--- config.mk ---
export PLATFORM = sky130hd
export DESIGN_NAME = fetch_unit
export DESIGN_NICKNAME = d
export VERILOG_FILES = /design/src/rtl/fetch_unit_pkg.sv /design/src/rtl/fetch_unit_next_pc.sv /design/src/rtl/fetch_unit.sv
export SDC_FILE = /design/constraint.sdc
export NUM_CORES = 1
export LEC_CHECK = 0
export CORE_MARGIN = 1.5
export CORE_UTILIZATION = 48
export DETAILED_ROUTE_END_ITERATION = 7
export GPL_TIMING_DRIVEN = 1
export PLACE_DENSITY = 0.83
export SLEW_MARGIN = 10
export SYNTH_ARGS = -nofsm -noshare
export SYNTH_HDL_FRONTEND = slang
export SYNTH_SLANG_ARGS = --single-unit
--- constraint.sdc ---
create_clock -name clk -period 3.2 [get_ports clk]
set_input_delay 0.8 -clock clk [delete_from_list [all_inputs] [get_ports clk]]
set_output_delay 0.8 -clock clk [all_outputs]
set_load 0.02 [all_outputs]
--- src/rtl/fetch_unit_pkg.sv ---
// Shared fetch-stage types and constants for the 16-bit CPU front end.
package fetch_unit_pkg;

    localparam int unsigned PKG_PC_SIZE = 16;
    localparam int unsigned PKG_INSTR_W = 16;
    localparam logic [PKG_PC_SIZE-1:0] PKG_RESET_PC = '0;

    typedef enum logic [1:0] {
        ST_RUN    = 2'd0,
        ST_MISS   = 2'd1,
        ST_HALTED = 2'd2
    } fetch_state_t;

    typedef struct packed {
        logic [PKG_PC_SIZE-1:0] pc;
        logic [PKG_INSTR_W-1:0] instr;
        logic                   valid;
    } fetch_pkt_t;

endpackage

--- src/rtl/fetch_unit_next_pc.sv ---
// Combinational next fetch PC: redirect beats predictor, predictor beats sequential +1.
module fetch_unit_next_pc
    import fetch_unit_pkg::*;
#(
    parameter int unsigned PC_SIZE = PKG_PC_SIZE
) (
    input  logic               redirect,
    input  logic [PC_SIZE-1:0] redirect_pc,
    input  logic               pc_override,
    input  logic [PC_SIZE-1:0] predict_target,
    input  logic [PC_SIZE-1:0] fetch_pc,
    output logic [PC_SIZE-1:0] next_pc
);

    always_comb begin
        if (redirect)
            next_pc = redirect_pc;
        else if (pc_override)
            next_pc = predict_target;
        else
            next_pc = fetch_pc + {{(PC_SIZE-1){1'b0}}, 1'b1};
    end

endmodule

--- src/rtl/fetch_unit.sv ---
// Fetch PC owner: issues I-cache requests and presents a registered fetch packet.
//   state  | meaning
//   RUN    | issuing a request for fetch_pc each unstalled cycle
//   MISS   | last request missed; re-requesting the same fetch_pc
//   HALTED | halt decoded; no requests until reset
module fetch_unit
    import fetch_unit_pkg::*;
#(
    parameter int unsigned               PC_SIZE  = PKG_PC_SIZE,
    parameter logic [PC_SIZE-1:0]        RESET_PC = PKG_RESET_PC,
    parameter int unsigned               INSTR_W  = PKG_INSTR_W
) (
    input  logic               clk,
    input  logic               rst,
    input  logic               i_stall,
    input  logic               i_redirect,
    input  logic [PC_SIZE-1:0] i_redirect_pc,
    input  logic               i_halt,
    input  logic               i_pc_override,
    input  logic [PC_SIZE-1:0] i_predict_target,
    output logic [PC_SIZE-1:0] o_fetch_pc,
    output logic               o_icache_req,
    input  logic               i_icache_ready,
    input  logic [INSTR_W-1:0] i_icache_data,
    output logic [PC_SIZE-1:0] o_pc,
    output logic [INSTR_W-1:0] o_instr,
    output logic               o_instr_valid,
    output logic               o_halted,
    output logic [15:0]        o_miss_cycles
);

    fetch_state_t       state_q, state_d;
    logic [PC_SIZE-1:0] fetch_pc_q;
    logic [PC_SIZE-1:0] next_pc;
    logic               hit;

    fetch_unit_next_pc #(.PC_SIZE(PC_SIZE)) u_next_pc (
        .redirect       (i_redirect),
        .redirect_pc    (i_redirect_pc),
        .pc_override    (i_pc_override),
        .predict_target (i_predict_target),
        .fetch_pc       (fetch_pc_q),
        .next_pc        (next_pc)
    );

    always_ff @(posedge clk) begin
        if (rst)
            state_q <= ST_RUN;
        else
            state_q <= state_d;
    end

    always_comb begin
        state_d = state_q;
        if (i_halt)
            state_d = ST_HALTED;
        else if (state_q == ST_HALTED)
            state_d = ST_HALTED;
        else if (i_redirect)
            state_d = ST_RUN;
        else if (i_stall)
            state_d = state_q;
        else if (hit)
            state_d = ST_RUN;
        else
            state_d = ST_MISS;
    end

    always_comb begin
        o_icache_req = (state_q != ST_HALTED) && !i_stall && !i_redirect;
        hit          = o_icache_req && i_icache_ready;
    end

    // Halt wins over a same-cycle redirect: the redirecting instruction is younger than the halt.
    always_ff @(posedge clk) begin
        if (rst) begin
            fetch_pc_q    <= RESET_PC;
            o_pc          <= '0;
            o_instr       <= '0;
            o_instr_valid <= 1'b0;
            o_halted      <= 1'b0;
        end else if (i_halt) begin
            o_halted      <= 1'b1;
            o_instr_valid <= 1'b0;
        end else if (state_q == ST_HALTED) begin
            o_halted      <= 1'b1;
        end else if (i_redirect) begin
            fetch_pc_q    <= next_pc;
            o_instr_valid <= 1'b0;
        end else if (i_stall) begin
            o_instr_valid <= o_instr_valid;
        end else if (hit) begin
            o_pc          <= fetch_pc_q;
            o_instr       <= i_icache_data;
            o_instr_valid <= 1'b1;
            fetch_pc_q    <= next_pc;
        end else begin
            o_instr_valid <= 1'b0;
        end
    end

    always_ff @(posedge clk) begin
        if (rst)
            o_miss_cycles <= '0;
        else if (state_q == ST_MISS && !i_stall && o_miss_cycles != 16'hFFFF)
            o_miss_cycles <= o_miss_cycles + 16'd1;
    end

    assign o_fetch_pc = fetch_pc_q;

endmodule

; ---- Word-level counts from Yosys, hierarchy flattened
; Index checks and enable logic that the tools add are counted.
[op_classes]
bitwise = 4
mux = 15
addsub = 2
n_mul = 0
reduce_logical = 14
n_eq_ne = 6
order_cmp = 0
n_div = 0
shifts = 0
[ops]
columns = cell, n
row1 = $mux 16, 5
row2 = $add 16x1->16 const B, 2
row3 = $ne 16x16->1 const B, 1
row4 = $mux 2, 4
row5 = $mux 1, 6
row6 = $logic_and 1x1->1, 5
row7 = $reduce_and 5->1, 1
row8 = $ne 4x1->1 const B, 1
row9 = $not 1->1, 4
row10 = $reduce_and 4->1, 1
row11 = $reduce_bool 2->1, 2
row12 = $reduce_or 4->1, 1
row13 = $eq 2x1->1 const B, 1
row14 = $eq 2x2->1 const B, 1
row15 = $logic_not 1->1, 2
row16 = $ne 2x1->1 const B, 1
row17 = $ne 2x2->1 const B, 1
row18 = $reduce_and 2->1, 1
row19 = $reduce_or 2->1, 1
[totals]
latchBits = 0
out_inout_bits = 67
mem_count = 0
ram_bits = 0
rom_bits = 0
in_bits = 55
regBits = 68

; ---- Depth between registers and ports, before layout
[depth]
ltp_word = 9
depth_mapped = 7
ltp_nobuf = 5

; ---- Hierarchy
; A second synthesis with hierarchy kept.
[hier_totals]
hier_cells = 411
hier_area_um2 = 3318.2
[modules_own_cells]
columns = mod, cells_per_inst, instances, area_per_inst_um2
row1 = fetch_unit, 314, 1, 2717.6
row2 = fetch_unit_next_pc, 97, 1, 600.6

; ---- Worst setup path before layout
; OpenSTA, ideal clock, no wires.
[synth_path]
path_type = input -> output
startpoint = input port i_redirect
endpoint = output port o_icache_req
arrival_time_ns = 1.713
setup_slack_ns = 0.687
path_buffers = 2
stages = 3
path_cell_list = clkbuf_1 clkbuf_1 nor3_1
[synth_via]
elab_chain_cells = 2
[synth_rtl]
columns = item, line_no
row1 = from (decl), fetch_unit.sv:16  ; input logic i_redirect,
row2 = $logic_not 1->1, fetch_unit.sv:70  ; o_icache_req = (state_q != ST_HALTED) && !i_stall && !i_redirect;
row3 = $logic_and 1x1->1, fetch_unit.sv:70
row4 = to (decl), fetch_unit.sv:22  ; output logic o_icache_req,
; No other way between the ends.

; ---- Worst setup path in the final report
[layout_path]
startpoint = input port i_stall
endpoint = output port o_icache_req
[layout_via]
elab_chain_cells = 3
[layout_rtl]
columns = item, line_no
row1 = from (decl), fetch_unit.sv:15  ; input logic i_stall,
row2 = $logic_not 1->1, fetch_unit.sv:70
row3 = $logic_and 1x1->1 (2 in a row), fetch_unit.sv:70
; No other way between the ends.

==> out/results.tsv <==
stage	metric	value	unit
worst_setup_path	worst-setup-path-type	in2out	
final_layout	antenna_cells	0	
worst_setup_path	cpPeakStageDelay	650	ps
worst_setup_path	cp-start-kind	input port	
timing	clock-skew-final	7.58	ps
logic_synthesis	synth_compound_area_share	25.3	%
logic_synthesis	synth_flop_cell	dfxtp_1	
worst_setup_path	required	2400	ps
die	rows	30	
logic_synthesis	netlist_area	0.00330	sq mm
clocking	clock_sinks	68	
worst_setup_path	endpoint_kind	output pin	
detailed_routing	post_drt_wl_per_cell	15.9	um
run_status	status	finished, final reports clean	
clocking	cts_max_path_buffers	2	
logic_synthesis	yosysMostFrequentCell	nand2_1	
die	dieArea	0.00738	sq mm
final_layout	regArea	0.00136	sq mm
place	io_buffers	121	
worst_setup_path	cp.arrival	2170	ps
logic_synthesis	ys_ff_latch	68	
grt	grt_pass1_wl	16000	um
die	chipWidth	85.9	um
clocking	ctsHoldBuffers	0	
pwr	p_per_area	394	mW/mm^2
logic_synthesis	synth_simple_gate_area_share	25.9	%
grt	antenna_found_initial	0	
logic_synthesis	synthArstFlopShare	0	%
run	cap_violations	0	
grt	gr-usage-all-layers	27.2	%
grt	grt_overflow_total	0	
final_layout	nets	594	
place	pre_cts_ws	244	ps
worst_setup_path	cp-startpoint	i_stall	
clocking	clkSlewWorstSetupHoldPaths	70	ps
logic_synthesis	muxShareOfSynthArea	0.910	%
clocking	clk_latency	340	ps
clocking	cts-root-buf	clkbuf_8	
worst_setup_path	crit_top_cell	clkdlybuf4s50_1	
logic_synthesis	yosys.area.top_type	dfxtp_1	
pwr	p_leak	1.60	nW
die	core-area	0.00672	sq mm
logic_synthesis	synth-adder-area-share	0.759	%
worst_setup_path	worstReg2RegStart	o_fetch_pc[2]$_SDFFE_PP0P_	
die	start_util	49.1	%
worst_setup_path	r2r_cells	4	
timing	finalSetupTns	0	ps
timing	finalSetupViolations	0	
place	place.gp.congestion	0.900	
worst_setup_path	crit_fanout	2	
logic_synthesis	netlist_instances	422	
clocking	htree_num_levels	3	
timing	maxSlewHeadroom	54.0	%
timing	timing.final.crit_period	2970	ps
final_layout	fill_cells	499	
worst_setup_path	crit_slowest_cell	clkdlybuf4s50_1	
die	io-pin-count	122	
final_layout	drive_gt1_share	6.83	%
clocking	cts_tree	yes	
detailed_routing	drtIter0Drc	302	
grt	grt_pass1_vias	3410	
worst_setup_path	reg2reg_slack	1110	ps
worst_setup_path	crit_chain	clkdlybuf4s50_1 > nor3_1 > clkdlybuf4s50_1	
detailed_routing	drtPass1Iterations	5	
logic_synthesis	synth_edf_count	0	
detailed_routing	antenna_left	0	
pwr	irDropWorstVdd	0.308	mV
clocking	post_cts_buffers	0	
final_layout	area_delta_synth_final	45.0	%
logic_synthesis	synth_nets	479	
clocking	cts_resized	0	
timing	fmax	0.337	GHz
timing	hold_viol	0	
worst_setup_path	rr_endpoint	o_fetch_pc[13]$_SDFFE_PP0P_	
worst_setup_path	cp-endpoint	o_icache_req	
hold_path	min_path_type	reg2reg	
logic_synthesis	yosysWarnings	0	
final_layout	multi_input_area	0.00178	sq mm
pwr	power	0.00188	W
detailed_routing	vias	3650	
timing	whs	455	ps
clocking	cts_buffers	9	
timing	rsz0062_at_grt	false	
detailed_routing	wl	9910	um
timing	worst_slew_pin_slew	690	ps
logic_synthesis	synth-xor-area-share	1.06	%
detailed_routing	route.detailed.drc	0	
logic_synthesis	synthDistinctLibCells	55	
logic_synthesis	synthTopCellsByCount	nand2_1 (85), dfxtp_1 (68), a21oi_1 (57)	
logic_synthesis	synth_top_cell_area_share	41.3	%
timing	drv_slew	0	
die	die_h	85.9	um
logic_synthesis	synth_area_leaders	dfxtp_1 (41%), nand2_1 (9.7%), a21oi_1 (8.6%)	
final_layout	fin_util	71.2	%
grt	grt_max_degree	35	
timing	finalCritPeriodShare	92.7	%
logic_synthesis	synth_top_family_by_area	simple AND/OR/NAND/NOR gates	
place	place_hpwl	7050	um
logic_synthesis	seq_area_frac_synth	41.3	%
timing	postLayoutSetupSlackWorst	234	ps
detailed_routing	via_per_inst	5.87	
logic_synthesis	avgSynthCellArea	7.82	sq um
## through the flow
step | std cells | cell area [sq um]
detailed placement | 606 | 4580
global route | 622 | 4780
CTS | 622 | 4780
finish | 622 | 4780
global placement | 606 | 4580
floorplan | 422 | 3300
## kinds of logic (layout without fill, tap and decap cells)
kind of cell | after synthesis | in the layout
multiplexers | 3 | 3
adder cells (fa/ha/maj) | 2 | 2
flip-flops | 68 | 68
AND/OR/NAND/NOR | 171 | 171
XOR/XNOR | 4 | 4
buffers and inverters | 41 | 161
AO/OA/AOI/OAI | 133 | 133
## where the power goes
part / switching (W) / internal (W)
clock: 0.000347 / 0.000381
combinational: 0.000125 / 0.000135
sequential: 0.0000311 / 0.000865
total: 0.000503 / 0.00138
## critical path: cells and delay by family
family	cells	cell delay, ps
AND/OR/NAND/NOR	1	260
buffers and inverters	2	1100
## layout by cell type (no fill, tap or decap), types with 4 or more instances in the layout
master           count
or3_1                7
buf_4               12
inv_1               12
dfxtp_1             68
a21oi_1             57
nor2b_1              4
clkdlybuf4s50_1    120
nand3_1             11
nor3_1               4
and3_1               4
o21ai_0             19
nor4_1               9
o21a_1               7
nor2_1              15
o31ai_1              8
clkbuf_8            10
a211oi_1             9
or4_1                5
a22o_1               4
o211ai_1             8
nand2_1             85
nand4_1             11
## flip-flops by register name (all words and copies together), names as in the netlist
register,count
o_fetch_pc,16
o_halted,1
o_instr,16
o_instr_valid,1
o_miss_cycles,16
o_pc,16
state_q,2
## final cells by class
cell class | count | area share (%)
Clock buffer | 10 | 2.88
Clock inverter | 6 | 1.31
Inverter | 12 | 0.942
Multi-Input combinational cell | 313 | 37.2
Sequential cell | 68 | 28.5
Tap cell | 80 | 2.09
Timing Repair Buffer | 133 | 27.1
## metal layers
layer / up-vias / wire, um / GRT usage, %
li1: 1762 / - / -
met1: 1701 / 4370 / 36.9
met2: 167 / 4640 / 42.2
met3: 20 / 696 / 6.06
met4: 0 / 206 / 11.0
met5: - / 0 / 0
## worst min-delay path by stage
stage	start	end	slack (ps)	depth (start not counted)
after detailed placement	o_instr[10]$_SDFFE_PP0P_	o_instr[10]$_SDFFE_PP0P_	450	2
after floorplan	state_q[0]$_SDFFE_PP0N_	state_q[0]$_SDFFE_PP0N_	500	1
after CTS	o_pc[2]$_SDFFE_PP0P_	o_pc[2]$_SDFFE_PP0P_	460	2
after global routing	o_instr[9]$_SDFFE_PP0P_	o_instr[9]$_SDFFE_PP0P_	480	2
final	o_pc[2]$_SDFFE_PP0P_	o_pc[2]$_SDFFE_PP0P_	450	2
after global placement	o_instr[10]$_SDFFE_PP0P_	o_instr[10]$_SDFFE_PP0P_	440	2
(Power assumes the default switching activity.)
